<file path="src/rtl/pdp11_operand_fetch.sv">
// rtl/pdp11_operand_fetch.sv - PDP-11 addressing-mode operand fetch sequencer
// Resolves one mode/register specifier into operand, effective address and register writeback.
module pdp11_operand_fetch #(
  parameter int DATA_W    = 16,
  parameter int ADDR_W    = 16,
  parameter int NUM_REGS  = 8,
  parameter int WORD_STEP = 2
) (
  input  logic                        clk,
  input  logic                        reset_n,
  input  logic                        start,
  input  logic [2:0]                  mode,
  input  logic [$clog2(NUM_REGS)-1:0] reg_sel,
  input  logic                        byte_op,
  output logic                        busy,
  output logic [$clog2(NUM_REGS)-1:0] rf_rd_addr,
  input  logic [DATA_W-1:0]           rf_rd_data,
  output logic                        rf_wr_en,
  output logic [$clog2(NUM_REGS)-1:0] rf_wr_addr,
  output logic [DATA_W-1:0]           rf_wr_data,
  output logic                        mem_req,
  output logic [ADDR_W-1:0]           mem_addr,
  input  logic                        mem_ack,
  input  logic [DATA_W-1:0]           mem_rdata,
  output logic                        done,
  output logic                        err,
  output logic [DATA_W-1:0]           operand,
  output logic [ADDR_W-1:0]           ea,
  output logic                        ea_valid
);
  localparam int RW = $clog2(NUM_REGS);
  localparam logic [RW-1:0]     SP_IDX = RW'(NUM_REGS - 2);
  localparam logic [RW-1:0]     PC_IDX = RW'(NUM_REGS - 1);
  localparam logic [ADDR_W-1:0] WSTEP  = ADDR_W'(WORD_STEP);

  // S_REG is the register-read cycle that follows start; it owns the Rn writeback.
  typedef enum logic [2:0] {S_IDLE, S_REG, S_INDEX, S_DEFER, S_DATA, S_DONE} state_t;

  state_t            state_q, state_d;
  logic [2:0]        mode_q, mode_d;
  logic [RW-1:0]     reg_q, reg_d;
  logic              byte_q, byte_d;
  logic [ADDR_W-1:0] rn_q, rn_d;
  logic [ADDR_W-1:0] ptr_q, ptr_d;
  logic              mem_req_q, mem_req_d;
  logic [ADDR_W-1:0] mem_addr_q, mem_addr_d;
  logic [DATA_W-1:0] operand_q, operand_d;
  logic [ADDR_W-1:0] ea_q, ea_d;
  logic              ea_valid_q, ea_valid_d;
  logic              err_q, err_d;

  logic [ADDR_W-1:0] step, rd_a, pc_next;
  logic              fault;

  always_comb begin
    state_d    = state_q;
    mode_d     = mode_q;
    reg_d      = reg_q;
    byte_d     = byte_q;
    rn_d       = rn_q;
    ptr_d      = ptr_q;
    mem_req_d  = mem_req_q;
    mem_addr_d = mem_addr_q;
    operand_d  = operand_q;
    ea_d       = ea_q;
    ea_valid_d = ea_valid_q;
    err_d      = err_q;
    fault      = 1'b0;
    rf_rd_addr = reg_q;
    rf_wr_en   = 1'b0;
    rf_wr_addr = '0;
    rf_wr_data = '0;
    rd_a       = ADDR_W'(rf_rd_data);
    pc_next    = mem_addr_q + WSTEP;
    step = (byte_q && (reg_q < SP_IDX) && (mode_q != 3'd3) && (mode_q != 3'd5))
           ? ADDR_W'(1) : WSTEP;

    case (state_q)
      S_IDLE: begin
        if (start) begin
          mode_d  = mode;
          reg_d   = reg_sel;
          byte_d  = byte_op;
          err_d   = 1'b0;
          state_d = S_REG;
        end
      end
      S_REG: begin
        rn_d = rd_a;
        case (mode_q)
          3'd0: begin
            operand_d  = byte_q ? DATA_W'(rf_rd_data[7:0]) : rf_rd_data;
            ea_d       = '0;
            ea_valid_d = 1'b0;
            state_d    = S_DONE;
          end
          3'd1: begin
            ptr_d   = rd_a;
            state_d = S_DATA;
          end
          3'd2, 3'd3: begin
            ptr_d      = rd_a;
            rf_wr_en   = 1'b1;
            rf_wr_addr = reg_q;
            rf_wr_data = DATA_W'(rd_a + step);
            state_d    = mode_q[0] ? S_DEFER : S_DATA;
          end
          3'd4, 3'd5: begin
            ptr_d      = rd_a - step;
            rf_wr_en   = 1'b1;
            rf_wr_addr = reg_q;
            rf_wr_data = DATA_W'(rd_a - step);
            state_d    = mode_q[0] ? S_DEFER : S_DATA;
          end
          default: state_d = S_INDEX;
        endcase
      end
      S_INDEX: begin
        rf_rd_addr = PC_IDX;
        if (!mem_req_q) begin
          if (rd_a[0]) fault = 1'b1;
          else begin
            mem_req_d  = 1'b1;
            mem_addr_d = rd_a;
          end
        end else if (mem_ack) begin
          // An index off the PC itself is relative to the already-advanced PC.
          mem_req_d  = 1'b0;
          rf_wr_en   = 1'b1;
          rf_wr_addr = PC_IDX;
          rf_wr_data = DATA_W'(pc_next);
          ptr_d      = ADDR_W'(mem_rdata) + ((reg_q == PC_IDX) ? pc_next : rn_q);
          state_d    = mode_q[0] ? S_DEFER : S_DATA;
        end
      end
      S_DEFER: begin
        if (!mem_req_q) begin
          if (ptr_q[0]) fault = 1'b1;
          else begin
            mem_req_d  = 1'b1;
            mem_addr_d = ptr_q;
          end
        end else if (mem_ack) begin
          mem_req_d = 1'b0;
          ptr_d     = ADDR_W'(mem_rdata);
          state_d   = S_DATA;
        end
      end
      S_DATA: begin
        if (!mem_req_q) begin
          if (!byte_q && ptr_q[0]) fault = 1'b1;
          else begin
            mem_req_d  = 1'b1;
            mem_addr_d = {ptr_q[ADDR_W-1:1], 1'b0};
          end
        end else if (mem_ack) begin
          mem_req_d = 1'b0;
          if (!byte_q)       operand_d = mem_rdata;
          else if (ptr_q[0]) operand_d = DATA_W'(mem_rdata[15:8]);
          else               operand_d = DATA_W'(mem_rdata[7:0]);
          ea_d       = ptr_q;
          ea_valid_d = 1'b1;
          state_d    = S_DONE;
        end
      end
      S_DONE: begin
        err_d   = 1'b0;
        state_d = S_IDLE;
      end
      default: state_d = S_IDLE;
    endcase

    if (fault) begin
      err_d      = 1'b1;
      ea_valid_d = 1'b0;
      state_d    = S_DONE;
    end
  end

  always_ff @(posedge clk or negedge reset_n) begin
    if (!reset_n) begin
      state_q    <= S_IDLE;
      mode_q     <= '0;
      reg_q      <= '0;
      byte_q     <= 1'b0;
      rn_q       <= '0;
      ptr_q      <= '0;
      mem_req_q  <= 1'b0;
      mem_addr_q <= '0;
      operand_q  <= '0;
      ea_q       <= '0;
      ea_valid_q <= 1'b0;
      err_q      <= 1'b0;
    end else begin
      state_q    <= state_d;
      mode_q     <= mode_d;
      reg_q      <= reg_d;
      byte_q     <= byte_d;
      rn_q       <= rn_d;
      ptr_q      <= ptr_d;
      mem_req_q  <= mem_req_d;
      mem_addr_q <= mem_addr_d;
      operand_q  <= operand_d;
      ea_q       <= ea_d;
      ea_valid_q <= ea_valid_d;
      err_q      <= err_d;
    end
  end

  assign busy     = (state_q != S_IDLE);
  assign done     = (state_q == S_DONE);
  assign err      = err_q;
  assign mem_req  = mem_req_q;
  assign mem_addr = mem_addr_q;
  assign operand  = operand_q;
  assign ea       = ea_q;
  assign ea_valid = ea_valid_q;

endmodule

</file>
<file path="config.mk">
export PLATFORM = sky130hd
export DESIGN_NAME = pdp11_operand_fetch
export DESIGN_NICKNAME = d
export VERILOG_FILES = /design/src/rtl/pdp11_operand_fetch.sv
export SDC_FILE = /design/constraint.sdc
export NUM_CORES = 1
export LEC_CHECK = 0
export ABC_AREA = 1
export BUFFER_PORTS_ARGS = -buffer_cell sky130_fd_sc_hd__clkbuf_2
export CORE_MARGIN = 10
export CORE_UTILIZATION = 60
export CTS_BUF_LIST = sky130_fd_sc_hd__clkbuf_8
export DETAILED_ROUTE_END_ITERATION = 6
export MAX_ROUTING_LAYER = met4
export PLACE_DENSITY_LB_ADDON = 0.3
export SKIP_CTS_REPAIR_TIMING = 1
export SYNTH_ARGS = -nofsm -noshare
export SYNTH_HDL_FRONTEND = slang
export SYNTH_SLANG_ARGS = --single-unit
</file>
<file path="constraint.sdc">
create_clock -name clk -period 10.2 [get_ports clk]
set_input_delay 1.53 -clock clk [delete_from_list [all_inputs] [get_ports clk]]
set_output_delay 1.53 -clock clk [all_outputs]
set_load 0.1 [all_outputs]
</file>
## After elaboration in Yosys (flattened, before gate mapping)

Index checks and enable logic that the tools add are counted.

- Word-level logic and storage cells: 149
- Output and inout bits: 76
- Input port bits: 43
- Bits in registers: 93

- Multiplexer cells: 73
- $add $sub $neg: 4
- Equal/unequal tests: 35
- Magnitude comparators: 1
- Reduce and logical (&&, ||, !) cells: 24

Operators by type and width:

| kind | count |
|---|---|
| two-way mux 16 bit | 21 |
| case mux 16 bit (2 select lines) | 5 |
| case mux 16 bit (3 select lines) | 2 |
| two-way mux 3 bit | 13 |
| != test 3 bit (second input constant) | 10 |
| != test 2 bit (second input constant) | 13 |
| two-way mux 1 bit | 22 |
| adder 16 bit | 1 |
| adder 16 x 2 -> 16 bit | 1 |
| adder 16 x 2 -> 16 bit (second input constant) | 1 |
| subtractor 16 x 2 -> 16 bit | 1 |
| equality test 3 bit (second input constant) | 5 |
| case mux 3 bit (5 select lines) | 1 |
| nonzero test 3 bit | 5 |
| AND reduction 7 bit | 2 |
| equality test 3 x 2 -> 1 bit (second input constant) | 4 |
| case mux 3 bit (3 select lines) | 1 |
| two-way mux 8 bit | 1 |
| AND reduction 4 bit | 2 |
| equality test 3 x 1 -> 1 bit (second input constant) | 2 |
| zero test 3 bit | 2 |
| case mux 1 bit (2 select lines) | 3 |
| case mux 1 bit (3 select lines) | 2 |
| case mux 3 bit (2 select lines) | 1 |
| 11 further kinds | 16 |

## Logic depth before layout (Yosys ltp)

Gate-level depths: netlist of run 1.

- Word-level depth: 8
- Depth in mapped cells: 22

## Least setup slack after synthesis of run 1

No wires, ideal clock.

- Path kind: input to output
- From: input mem_ack
- To: output rf_wr_data[11]
- Data required time: 8.670 ns
- Stages: 5
- Arrival time: 4.260 ns
- Setup slack: 4.410 ns
- Path through: nand2_1 -> nor2_1 -> inv_2 -> buf_6 -> o21ai_0

- Longest elaborated chain between the ends: 3

RTL lines:

| element | RTL line | RTL |
|---|---|---|
| start, declared | 23 | `input logic mem_ack,` |
| two-way mux 16 bit | 126 | `end else if (mem_ack) begin` |
| two-way mux 16 bit | 120 | `if (!mem_req_q) begin` |
| case mux 16 bit (2 select lines) | 78 | `case (state_q)` |
| end, declared | 20 | `output logic [DATA_W-1:0] rf_wr_data,` |

No other way between the ends.

## Worst setup path after layout of run 1

- From: register mode_q[2]
- To: output rf_wr_data[12]

- Longest elaborated chain between the ends: 7
- Elaborated cells between the ends (all ways): 15
- Those cells by class: add/sub: 2; eq/ne: 6; mux: 3; reduce/logical: 4

RTL lines:

| element | RTL line | RTL |
|---|---|---|
| start, declared | 40 | `logic [2:0] mode_q, mode_d;` |
| start signal, assigned | 196 | `mode_q <= mode_d;` |
| != test 3 x 2 -> 1 bit | 75 | `step = (byte_q && (reg_q < SP_IDX) && (mode_q != 3'd3) && (mode_q != 3'd5))` |
| logical AND 1 bit (2 in a row) | 75 |  |
| two-way mux 2 bit | 76 | `? ADDR_W'(1) : WSTEP;` |
| subtractor 16 x 2 -> 16 bit or adder 16 x 2 -> 16 bit (tied branches) | 112, 105 |  |
| case mux 16 bit (2 select lines) (*) | 90 | `case (mode_q)` |
| case mux 16 bit (2 select lines) (*) | 78 |  |

Mark *: on every way between the ends. The rest lies on a longest branch, timed or not.

==> results of run 1 <==
## worst reg2reg max path: cells and delay by family (launching register included)
kind / cells / cell delay, ns
compound gates: 2 / 0.30
simple gates: 11 / 1.85
buf+inv: 4 / 0.42
flops: 1 / 0.41
fa+ha+maj: 2 / 0.64
## state kept, by name, indices dropped and copies added (netlist names)
signal and count:
mode_q 3, state_q 3, ea_valid 1, err 1
operand 16, ptr_q 16, mem_req 1, byte_q 1
rn_q 16, ea 16, reg_q 3, mem_addr 15
## cells by family after synthesis
logic type,synth area share (%)
and+or+nand+nor,31.0
AOI/OAI and AO/OA,19.8
buffers and inverters,9.00
DFF,33.8
adders and majority gates,4.74
xor gates and xnor gates,1.54
other,0.0551
## metal layers
metal	track usage (%)	vias up	wire (um)
met5	-	-	0
met4	15.1	0	1340
met3	8.41	91	3200
met2	45.6	550	11000
met1	41.7	3532	10100
li1	-	3556	-
## synth_stat cells (2+ instances only)
cell type,instances
o21ai_2,2
nor2_4,3
nand2_1,284
dfrtp_1,92
or2_2,8
nand2_2,4
o211ai_1,8
a21o_1,3
a31oi_1,17
o21ai_0,122
buf_1,2
xor2_1,12
nand3_1,72
inv_2,11
a21oi_1,48
nand2_4,2
o2111ai_1,2
a21boi_0,2
o31ai_1,12
nor2_1,98
o22ai_1,3
ha_1,21
fa_1,3
nand4_1,7
nand3b_1,3
buf_6,2
buf_4,3
a22o_1,2
o21ai_1,12
nor3_1,10
buf_2,8
nor2_2,4
a32oi_1,2
inv_1,102
clkbuf_1,23
o21bai_1,3
## path summary, 6_finish.rpt
kind | startpoint | to | slack (ns) | cells past startpoint
max | mode_q[2]$_DFFE_PN0P_ | rf_wr_data[12] | 4.15 | 23
min | ea[1]$_DFFE_PN0P_ | ea[1]$_DFFE_PN0P_ | 0.49 | 2
max reg2reg | mode_q[1]$_DFFE_PN0P_ | ptr_q[10]$_DFFE_PN0P_ | 6.48 | 19
min reg2reg | ea[1]$_DFFE_PN0P_ | ea[1]$_DFFE_PN0P_ | 0.49 | 2
max in group asynchronous | reset_n | reg_q[0]$_DFFE_PN0P_ | 8.02 | 2
min in group asynchronous | reset_n | rn_q[5]$_DFFE_PN0P_ | 1.02 | 1
## cell usage in the layout, fill, tap and decap left out, types with 6 or more instances in the layout
cell      synthesis  final
or2_2             8      8
o31ai_1          12     12
a21oi_1          48     48
nand2_1         284    284
clkbuf_2          0    116
buf_4             3      6
o21ai_1          12     12
inv_2            11     11
dfrtp_1          92     92
nand3_1          72     72
a31oi_1          17     17
o21ai_0         122    122
ha_1             21     21
clkbuf_8          0      9
nor3_1           10     10
inv_1           102    102
xor2_1           12     12
nor2_1           98     98
o211ai_1          8      8
nand4_1           7      7
## through the flow
stage | utilization, % | setup slack (ns) | area [um^2] | cells
floorplan | - | 4.41 | 6810 | 1022
global placement | 67.7 | 4.73 | 7430 | 1246
detailed placement | 67.7 | 4.68 | 7430 | 1246
CTS | 69.5 | 4.25 | 7640 | 1262
global route | 69.5 | 3.91 | 7640 | 1262
finish | 69.5 | 4.15 | 7640 | 1262
## layout make-up
type | instances | area [um^2] | area share, %
well taps | 140 | 175 | 2.29
inverters | 115 | 434 | 5.68
clock buffers | 9 | 124 | 1.62
multi-input cells | 777 | 3900 | 51.0
repair buffers | 122 | 626 | 8.19
flip-flops and latches | 92 | 2300 | 30.1
clock inverters | 7 | 81.3 | 1.06
==> results.sh, run 1 <==
export IMPL_status="finished clean"
export IMPL_vias=7729
export IMPL_antenna_found_initial=0
export IMPL_fmax_mhz=165
export IMPL_critPathMostFrequentCell="nand2_1"
export IMPL_vias_per_cell=6.12
export IMPL_required_ns=8.67
export IMPL_synth_warning_count=0
export IMPL_grt_pass1_wl_mm=39.9
export IMPL_cts_sinks=92
export IMPL_dieArea_mm2=0.0160
export IMPL_grt_usage_pct=32.1
export IMPL_critPathTopFamily="simple AND/OR/NAND/NOR gates"
export IMPL_min_path_type="flip-flop to flip-flop"
export IMPL_clock_latency_ns=0.40
export IMPL_synthCells=1022
export IMPL_path_cells="inv_1, nor2_1, buf_4, nor2_1, nor2_1, inv_1, nand3_1, inv_1, ha_1, inv_1, fa_1, nor2_2, nand2_1, nor2_1, nand2_1, nor2_2, nand3_1, o21ai_0, nand2_1, nand2_1, nand2_1, nand2_1, clkbuf_2"
export IMPL_htree_num_levels=3
export IMPL_hold_viol_final=0
export IMPL_crit_slowest_cell="clkbuf_2"
export IMPL_fin_crit_sh_pct=59.4
export IMPL_setup_viol=0
export IMPL_ios=119
export IMPL_synth_area_mm2=0.00681
export IMPL_cts_root_buffer="clkbuf_8"
export IMPL_cts_tree="yes"
export IMPL_synth_edf_count=0
export IMPL_cts_inserted_buffers=9
export IMPL_fillCellCount=1007
export IMPL_grt_max_degree=72
export IMPL_ys_flop_type="dfrtp_1"
export IMPL_yosys_area_top_type="dfrtp_1"
export IMPL_grt_pass1_vias=7106
export IMPL_ys_ff_latch=92
export IMPL_hold_slack_ns=0.487
export IMPL_path_class="flip-flop to primary output"
export IMPL_drt_pre_antenna_iters=6
export IMPL_antenna_left=0
export IMPL_num_rows=38
export IMPL_clock_skew_ns=0.0157
export IMPL_netlist_area_leader_share_pct=33.8
export IMPL_synth_yosys_seq_area_share_pct=33.8
export IMPL_drive_gt1_share_pct=15.8
export IMPL_drc=0
export IMPL_core_mm2=0.0110
export IMPL_synth_area_per_cell_um2=6.66
export IMPL_endpoint_kind="primary output"
export IMPL_slew_headroom_pct=41.7
export IMPL_tightest_slew_ns=0.874
export IMPL_path_buf_inv=6
export IMPL_synthArstFlopShare_pct=100
export IMPL_cpPeakStageDelay_ns=0.46
export IMPL_setup_tns_ns=0
export IMPL_ys_types=46
export IMPL_cap_viol_max_count=0
export IMPL_finalNetCount=1184
export IMPL_gp_congestion=1.03
export IMPL_rsz0062_at_grt="no"
export IMPL_cp_start_kind="flip-flop"
export IMPL_start_util_pct=62.0
export IMPL_hpwl_mm=20.1
export IMPL_ys_top_cells_by_area="dfrtp_1 34%, nand2_1 16%, o21ai_0 9.0%, inv_1 5.6%, nor2_1 5.4%"
export IMPL_wl_per_cell_um=20.3
export IMPL_slew_viol_final=0
export IMPL_period_needed_ns=6.05
export IMPL_fp_dieH_um=127
export IMPL_die_w_um=127
export IMPL_drt_wl_total_mm=25.6
export IMPL_clkTransAtPathRegs_ns=0.10
export IMPL_syn_to_final_growth_pct=12.1
export IMPL_drt_iter0_markers=1129
export IMPL_grt_overflow=0
export IMPL_crit_path_max_fanout=26
export IMPL_antennaDiodeCount=0
export IMPL_portBuffers=117
export IMPL_syn_num_nets=1089
export IMPL_clk_path_buf_depth=2
export IMPL_cp_arrival_ns=4.52
Power of run 1 is not shown: default switching activity piles up to over one toggle a cycle in this logic, so the estimate is an artifact.
==> run 2: changes to the inputs <==
--- a/config.mk
+++ b/config.mk
@@ -5,10 +5,10 @@
 export SDC_FILE = /design/constraint.sdc
 export NUM_CORES = 1
 export LEC_CHECK = 0
-export ABC_AREA = 1
+export ABC_AREA = 0
 export BUFFER_PORTS_ARGS = -buffer_cell sky130_fd_sc_hd__clkbuf_2
 export CORE_MARGIN = 10
-export CORE_UTILIZATION = 60
+export CORE_UTILIZATION = 53
 export CTS_BUF_LIST = sky130_fd_sc_hd__clkbuf_8
 export DETAILED_ROUTE_END_ITERATION = 6
 export MAX_ROUTING_LAYER = met4
==> constraint.sdc (replaced) <==
create_clock -name clk -period 5.2 [get_ports clk]
set_input_delay 0.78 -clock clk [delete_from_list [all_inputs] [get_ports clk]]
set_output_delay 0.78 -clock clk [all_outputs]
set_load 0.1 [all_outputs]
==> run 2 against run 1 <==
The flow now finishes with violations (design-rule violations); clock-buffer cell count grew 1; critical path depth decreased by 9; register-to-register slack got worse by 5.0 ns; area after synthesis decreased by 0.94%.
==> results.sh, run 2 <==
export IMPL_status="finished, violations left"
export IMPL_violations="design-rule violations"
export IMPL_drt_iter0_markers=813
export IMPL_synth_area_mm2=0.00675
export IMPL_synth_common_cells="155 x nand2_1, 92 x dfrtp_1, 67 x o21ai_0"
export IMPL_drt_pre_antenna_iters=7
export IMPL_cts_inserted_buffers=9
export IMPL_ys_flop_type="dfrtp_1"
export IMPL_drive_gt1_share_pct=17.5
export IMPL_vias_per_cell=6.25
export IMPL_synthXorXnorAreaFrac_pct=6.10
export IMPL_cap_viol_max_count=0
export IMPL_ios=119
export IMPL_finalNetCount=967
export IMPL_path_class="flip-flop to primary output"
export IMPL_synthCells=830
export IMPL_synth_compound_area_share_pct=22.1
export IMPL_fin_crit_sh_pct=92.7
export IMPL_clock_skew_ns=0.0120
export IMPL_cts_tree="yes"
export IMPL_critPathTopFamily="simple AND/OR/NAND/NOR gates"
export IMPL_htree_num_levels=3
export IMPL_syn_to_final_growth_pct=13.3
export IMPL_grt_usage_pct=25.9
export IMPL_grt_max_degree=53
export IMPL_core_mm2=0.0126
export IMPL_cts_sinks=92
export IMPL_yosys_area_top_type="dfrtp_1"
export IMPL_gp_congestion=0.962
export IMPL_drt_wl_total_mm=22.8
export IMPL_synth_edf_count=0
export IMPL_vias=6718
export IMPL_synth_top_family_by_area="simple AND/OR/NAND/NOR gates"
export IMPL_clk_path_buf_depth=2
export IMPL_antenna_found_initial=0
export IMPL_grt_pass1_wl_mm=35.7
export IMPL_antennaDiodeCount=0
export IMPL_crit_path_max_fanout=14
export IMPL_path_buf_inv=3
export IMPL_hold_viol_final=0
export IMPL_portBuffers=117
export IMPL_clock_latency_ns=0.38
export IMPL_rr_worst_depth=11
export IMPL_num_rows=41
export IMPL_start_util_pct=53.7
export IMPL_fp_dieH_um=133
export IMPL_hpwl_mm=17.2
export IMPL_cp_start_kind="flip-flop"
export IMPL_crit_slowest_cell="dfrtp_1"
export IMPL_tightest_slew_ns=1.06
export IMPL_die_w_um=133
export IMPL_cts_root_buffer="clkbuf_8"
export IMPL_syn_num_nets=897
export IMPL_dieArea_mm2=0.0176
export IMPL_slew_viol_final=0
export IMPL_synth_most_common_cell="nand2_1"
export IMPL_synth_fa_ha_area_share_pct=4.93
export IMPL_ys_ff_latch=92
export IMPL_synthArstFlopShare_pct=100
export IMPL_synth_yosys_seq_area_share_pct=34.1
export IMPL_fmax_mhz=207
export IMPL_regToRegSetupSlack_ns=1.44
export IMPL_cp_arrival_ns=4.04
export IMPL_path_cells="nor2b_1, buf_4, o21ai_0, nand3_1, inv_1, ha_1, fa_1, nor3b_1, nand3_1, or3_1, a21oi_1, a21oi_1, o22ai_1, buf_4"
export IMPL_grt_overflow=0
export IMPL_min_path_type="input pin to asynchronous set/reset pin"
export IMPL_drc=7
export IMPL_setup_viol=0
export IMPL_crit_cells=14
export IMPL_final_common_cell="nand2_1"
export IMPL_wl_per_cell_um=21.2
export IMPL_slew_headroom_pct=28.8
export IMPL_synth_area_per_cell_um2=8.13
export IMPL_synthSimpleGateAreaFrac_pct=22.3
export IMPL_setup_tns_ns=0
export IMPL_grt_pass1_vias=6196
export IMPL_endpoint_kind="primary output"
export IMPL_synthMuxAreaShare_pct=5.51
export IMPL_clkTransAtPathRegs_ns=0.09
export IMPL_period_needed_ns=4.82
export IMPL_antenna_left=0
export IMPL_synth_warning_count=0
export IMPL_ys_types=67
export IMPL_rsz0062_at_grt="no"
export IMPL_cpPeakStageDelay_ns=0.49
export IMPL_mostFrequentLayoutCells="155 x nand2_1, 107 x clkbuf_2, 92 x dfrtp_1, 67 x o21ai_0, 44 x a21oi_1"
export IMPL_ys_top_cells_by_area="dfrtp_1 34%, nand2_1 8.6%, o21ai_0 5.0%, mux2i_1 4.0%, ha_1 3.9%"
export IMPL_required_ns=4.42
export IMPL_netlist_area_leader_share_pct=34.1
[run 2: changes by cell type after synthesis, sizes merged, moves of 9 or more]
cell	before	now
o22ai	4	14
o21ai	136	67
mux2i	0	27
a31oi	17	7
a22o	2	20
nor2b	0	10
nand3	73	38
nand2	290	155
or3	0	9
xnor2	0	29
nor2	106	33
clkbuf	23	56
nand2b	0	16
inv	114	13
[run 2: logic make-up after synthesis]
| logic type | Yosys count |
|---|---|
| mux | 35 |
| xor+xnor | 47 |
| compound gates | 229 |
| fa+ha+maj | 25 |
| other cells | 1 |
| simple gates | 317 |
| buf+inv | 84 |
| flops | 92 |
[run 2: worst paths after layout]
kind	to	start
worst max-delay path	rf_wr_data[12]	mode_q[1]$_DFFE_PN0P_
worst min-delay path	operand[1]$_DFFE_PN0P_	reset_n
worst max register to register	ptr_q[12]$_DFFE_PN0P_	mem_addr[2]$_DFFE_PN0P_
worst min register to register	operand[4]$_DFFE_PN0P_	operand[4]$_DFFE_PN0P_
max in group asynchronous	mem_addr[14]$_DFFE_PN0P_	reset_n
min in group clk	operand[4]$_DFFE_PN0P_	operand[4]$_DFFE_PN0P_
[run 2: metal layers]
metal  part of all wire, %  routed length (um)  vias to the layer above  GRT usage [%]
met3                    11                2420                       47           4.92
met2                    44               10000                      410           36.9
met4                   2.5                 563                        0           7.95
li1                      -                   -                     3099              -
met5                     0                   0                        -              -
met1                    43                9830                     3162           36.2
[run 2: through the flow]
step	hold WS [ns]	utilization [%]	setup WS, ns	cell area [um^2]	cells
after global routing	0.397	60.8	0.0767	7650	1075
final	0.366	60.8	0.378	7650	1075
after floorplan	0.442	-	0.0392	6750	830
after global placement	0.457	59.2	0.991	7440	1061
after CTS	0.368	60.8	0.428	7650	1075
after detailed placement	0.462	59.2	0.853	7440	1061
[run 2: cell type report]
class | count | area [um^2]
clock buffer | 10 | 138
clock inverter | 4 | 67.6
fill | 1179 | 4920
inverter | 13 | 48.8
multi-input combinational | 654 | 4120
sequential | 92 | 2300
tap | 172 | 215
timing repair buffer | 130 | 758
[run 2: worst register-to-register path, delay by kind of cell (launching register included)]
| family | cells | cell delay (ns) |
|---|---|---|
| AOI/OAI and AO/OA | 4 | 1.19 |
| adders and majority gates | 2 | 0.81 |
| and+or+nand+nor | 4 | 0.67 |
| DFF | 1 | 0.58 |
| xor gates and xnor gates | 1 | 0.40 |
Power of run 2 is left out for the same reason.
==> run 3: changes to the inputs <==
--- a/config.mk
+++ b/config.mk
@@ -5,7 +5,7 @@
 export SDC_FILE = /design/constraint.sdc
 export NUM_CORES = 1
 export LEC_CHECK = 0
-export ABC_AREA = 0
+export ABC_AREA = 1
 export BUFFER_PORTS_ARGS = -buffer_cell sky130_fd_sc_hd__clkbuf_2
 export CORE_MARGIN = 10
 export CORE_UTILIZATION = 53
==> run 3 against run 2 <==
The run still ends with design-rule violations left; die area up 0.80%; clock skew down 0.0022 ns; non-clock buffer count decreased by 6; critical path type unchanged; largest cell class unchanged.
==> results.sh, run 3 (same netlist as run 1, synthesis figures left out) <==
export IMPL_status="finished, violations left"
export IMPL_violations="design-rule violations"
export IMPL_regToRegSetupSlack_ns=1.45
export IMPL_tightest_slew_ns=1.19
export IMPL_r2r_end="ptr_q[14]$_DFFE_PN0P_"
export IMPL_path_class="flip-flop to primary output"
export IMPL_cts_inserted_buffers=9
export IMPL_fmax_mhz=202
export IMPL_clock_skew_ns=0.00980
export IMPL_dp_slack_ns=0.804
export IMPL_grt_pass1_wl_mm=40.9
export IMPL_slew_viol_final=0
export IMPL_drc=14
export IMPL_hold_viol_final=0
export IMPL_worstSetupStartpoint="mode_q[1]$_DFFE_PN0P_"
export IMPL_portBuffers=117
export IMPL_htree_num_levels=3
export IMPL_slew_headroom_pct=20.4
export IMPL_antenna_found_initial=0
export IMPL_hpwl_mm=20.8
export IMPL_cts_root_buffer="clkbuf_8"
export IMPL_gp_congestion=1.05
export IMPL_grt_overflow=0
export IMPL_required_ns=4.42
export IMPL_min_path_type="input pin to asynchronous set/reset pin"
export IMPL_rsz0062_at_grt="no"
export IMPL_period_needed_ns=4.95
export IMPL_multi_input_area_mm2=0.00390
export IMPL_fp_dieH_um=133
export IMPL_die_w_um=133
export IMPL_grt_usage_pct=30.1
export IMPL_start_util_pct=54.0
export IMPL_drt_iter0_markers=1016
export IMPL_rr_worst_depth=18
export IMPL_num_rows=41
export IMPL_core_mm2=0.0126
export IMPL_finalNetCount=1186
export IMPL_crit_path_max_fanout=8
export IMPL_cp_arrival_ns=4.17
export IMPL_clock_latency_ns=0.40
export IMPL_fillCellCount=1258
export IMPL_r2r_start="mem_addr[1]$_DFFE_PN0P_"
export IMPL_cap_viol_max_count=0
export IMPL_endpoint_kind="primary output"
export IMPL_cts_sinks=92
export IMPL_cp_start_kind="flip-flop"
export IMPL_cts_tree="yes"
export IMPL_grt_pass1_vias=7033
export IMPL_ios=119
export IMPL_grt_max_degree=51
export IMPL_antenna_left=0
export IMPL_drt_pre_antenna_iters=7
export IMPL_setup_tns_ns=0
export IMPL_dieArea_mm2=0.0178
export IMPL_endpoint="rf_wr_data[12]"
export IMPL_drive_gt1_share_pct=15.9
export IMPL_drt_wl_total_mm=26.4
export IMPL_wl_per_cell_um=20.4
export IMPL_fin_crit_sh_pct=95.1
export IMPL_clkTransAtPathRegs_ns=0.11
export IMPL_setup_viol=0
export IMPL_clk_path_buf_depth=2
export IMPL_syn_to_final_growth_pct=14.3
export IMPL_setup_ws_ns=0.253
export IMPL_seq_area_mm2=0.00230
export IMPL_final_common_cell="nand2_1"
export IMPL_vias=7651
export IMPL_vias_per_cell=5.90
export IMPL_mostFrequentLayoutCells="284 x nand2_1, 122 x o21ai_0, 108 x clkbuf_2, 102 x inv_1, 98 x nor2_1"
[run 3: cell count changes in the layout (fill, tap and decap cells not counted), moves of 12 or more]
| cell | change |
|---|---|
| nand2b_1 | -16 |
| nand2_1 | +129 |
| a22o_1 | -18 |
| o21ai_1 | +12 |
| nand3_1 | +34 |
| inv_1 | +87 |
| xnor2_1 | -29 |
| nor2_1 | +67 |
| o21ai_0 | +55 |
| mux2i_1 | -27 |
[run 3: how the worst min path moves through the flow]
stage	start	to	slack, ns	depth (start not counted)
after floorplan	rn_q[0]$_DFFE_PN0P_	rn_q[0]$_DFFE_PN0P_	0.45	2
final	reset_n	operand[3]$_DFFE_PN0P_	0.40	1
after global routing	reset_n	ea[12]$_DFFE_PN0P_	0.44	1
after CTS	reset_n	ea[15]$_DFFE_PN0P_	0.42	1
after detailed placement	ea[8]$_DFFE_PN0P_	ea[8]$_DFFE_PN0P_	0.46	2
after global placement	ea[15]$_DFFE_PN0P_	ea[15]$_DFFE_PN0P_	0.46	2
[run 3: stage by stage]
step	cell area [um^2]	hold WS (ns)	util, %	std cells
4_1_cts	7780	0.421	61.7	1296
5_1_grt	7780	0.444	61.7	1296
6_report	7780	0.402	61.7	1297
3_5_place_dp	7580	0.459	60.1	1280
3_3_place_gp	7580	0.456	60.1	1280
2_1_floorplan	6810	0.453	-	1022
[run 3: area by class of cell]
class	instances	area share (%)
tap	172	2.76
clock inverter	7	0.964
antenna	1	0.0321
clock buffer	9	1.59
sequential	92	29.6
multi-input combinational	777	50.0
inverter	115	5.58
timing repair buffer	124	9.45
[run 3: worst max-delay path, stage by stage (launching register included)]
cell     delay, ns
dfrtp_1       0.42
inv_1         0.10
nor2_1        0.14
nor2_1        0.24
nor2_1        0.09
inv_1         0.08
nand3_1       0.22
inv_1         0.25
ha_1          0.21
inv_1         0.06
fa_1          0.39
nor2_2        0.16
nand2_1       0.06
nor2_1        0.13
nand2_1       0.13
nor2_2        0.17
nand3_1       0.16
o21ai_0       0.20
nand2_1       0.09
nand2_1       0.07
nand2_1       0.05
nand2_1       0.15
buf_12        0.19
[run 3: routing by layer]
metal,vias to the layer above,track usage [%],routed length [um]
li1,3557,-,-
met1,3528,39.8,11200
met2,471,43.4,11400
met3,95,5.75,2510
met4,0,14.6,1320
met5,-,-,0
Power of run 3 is left out for the same reason.
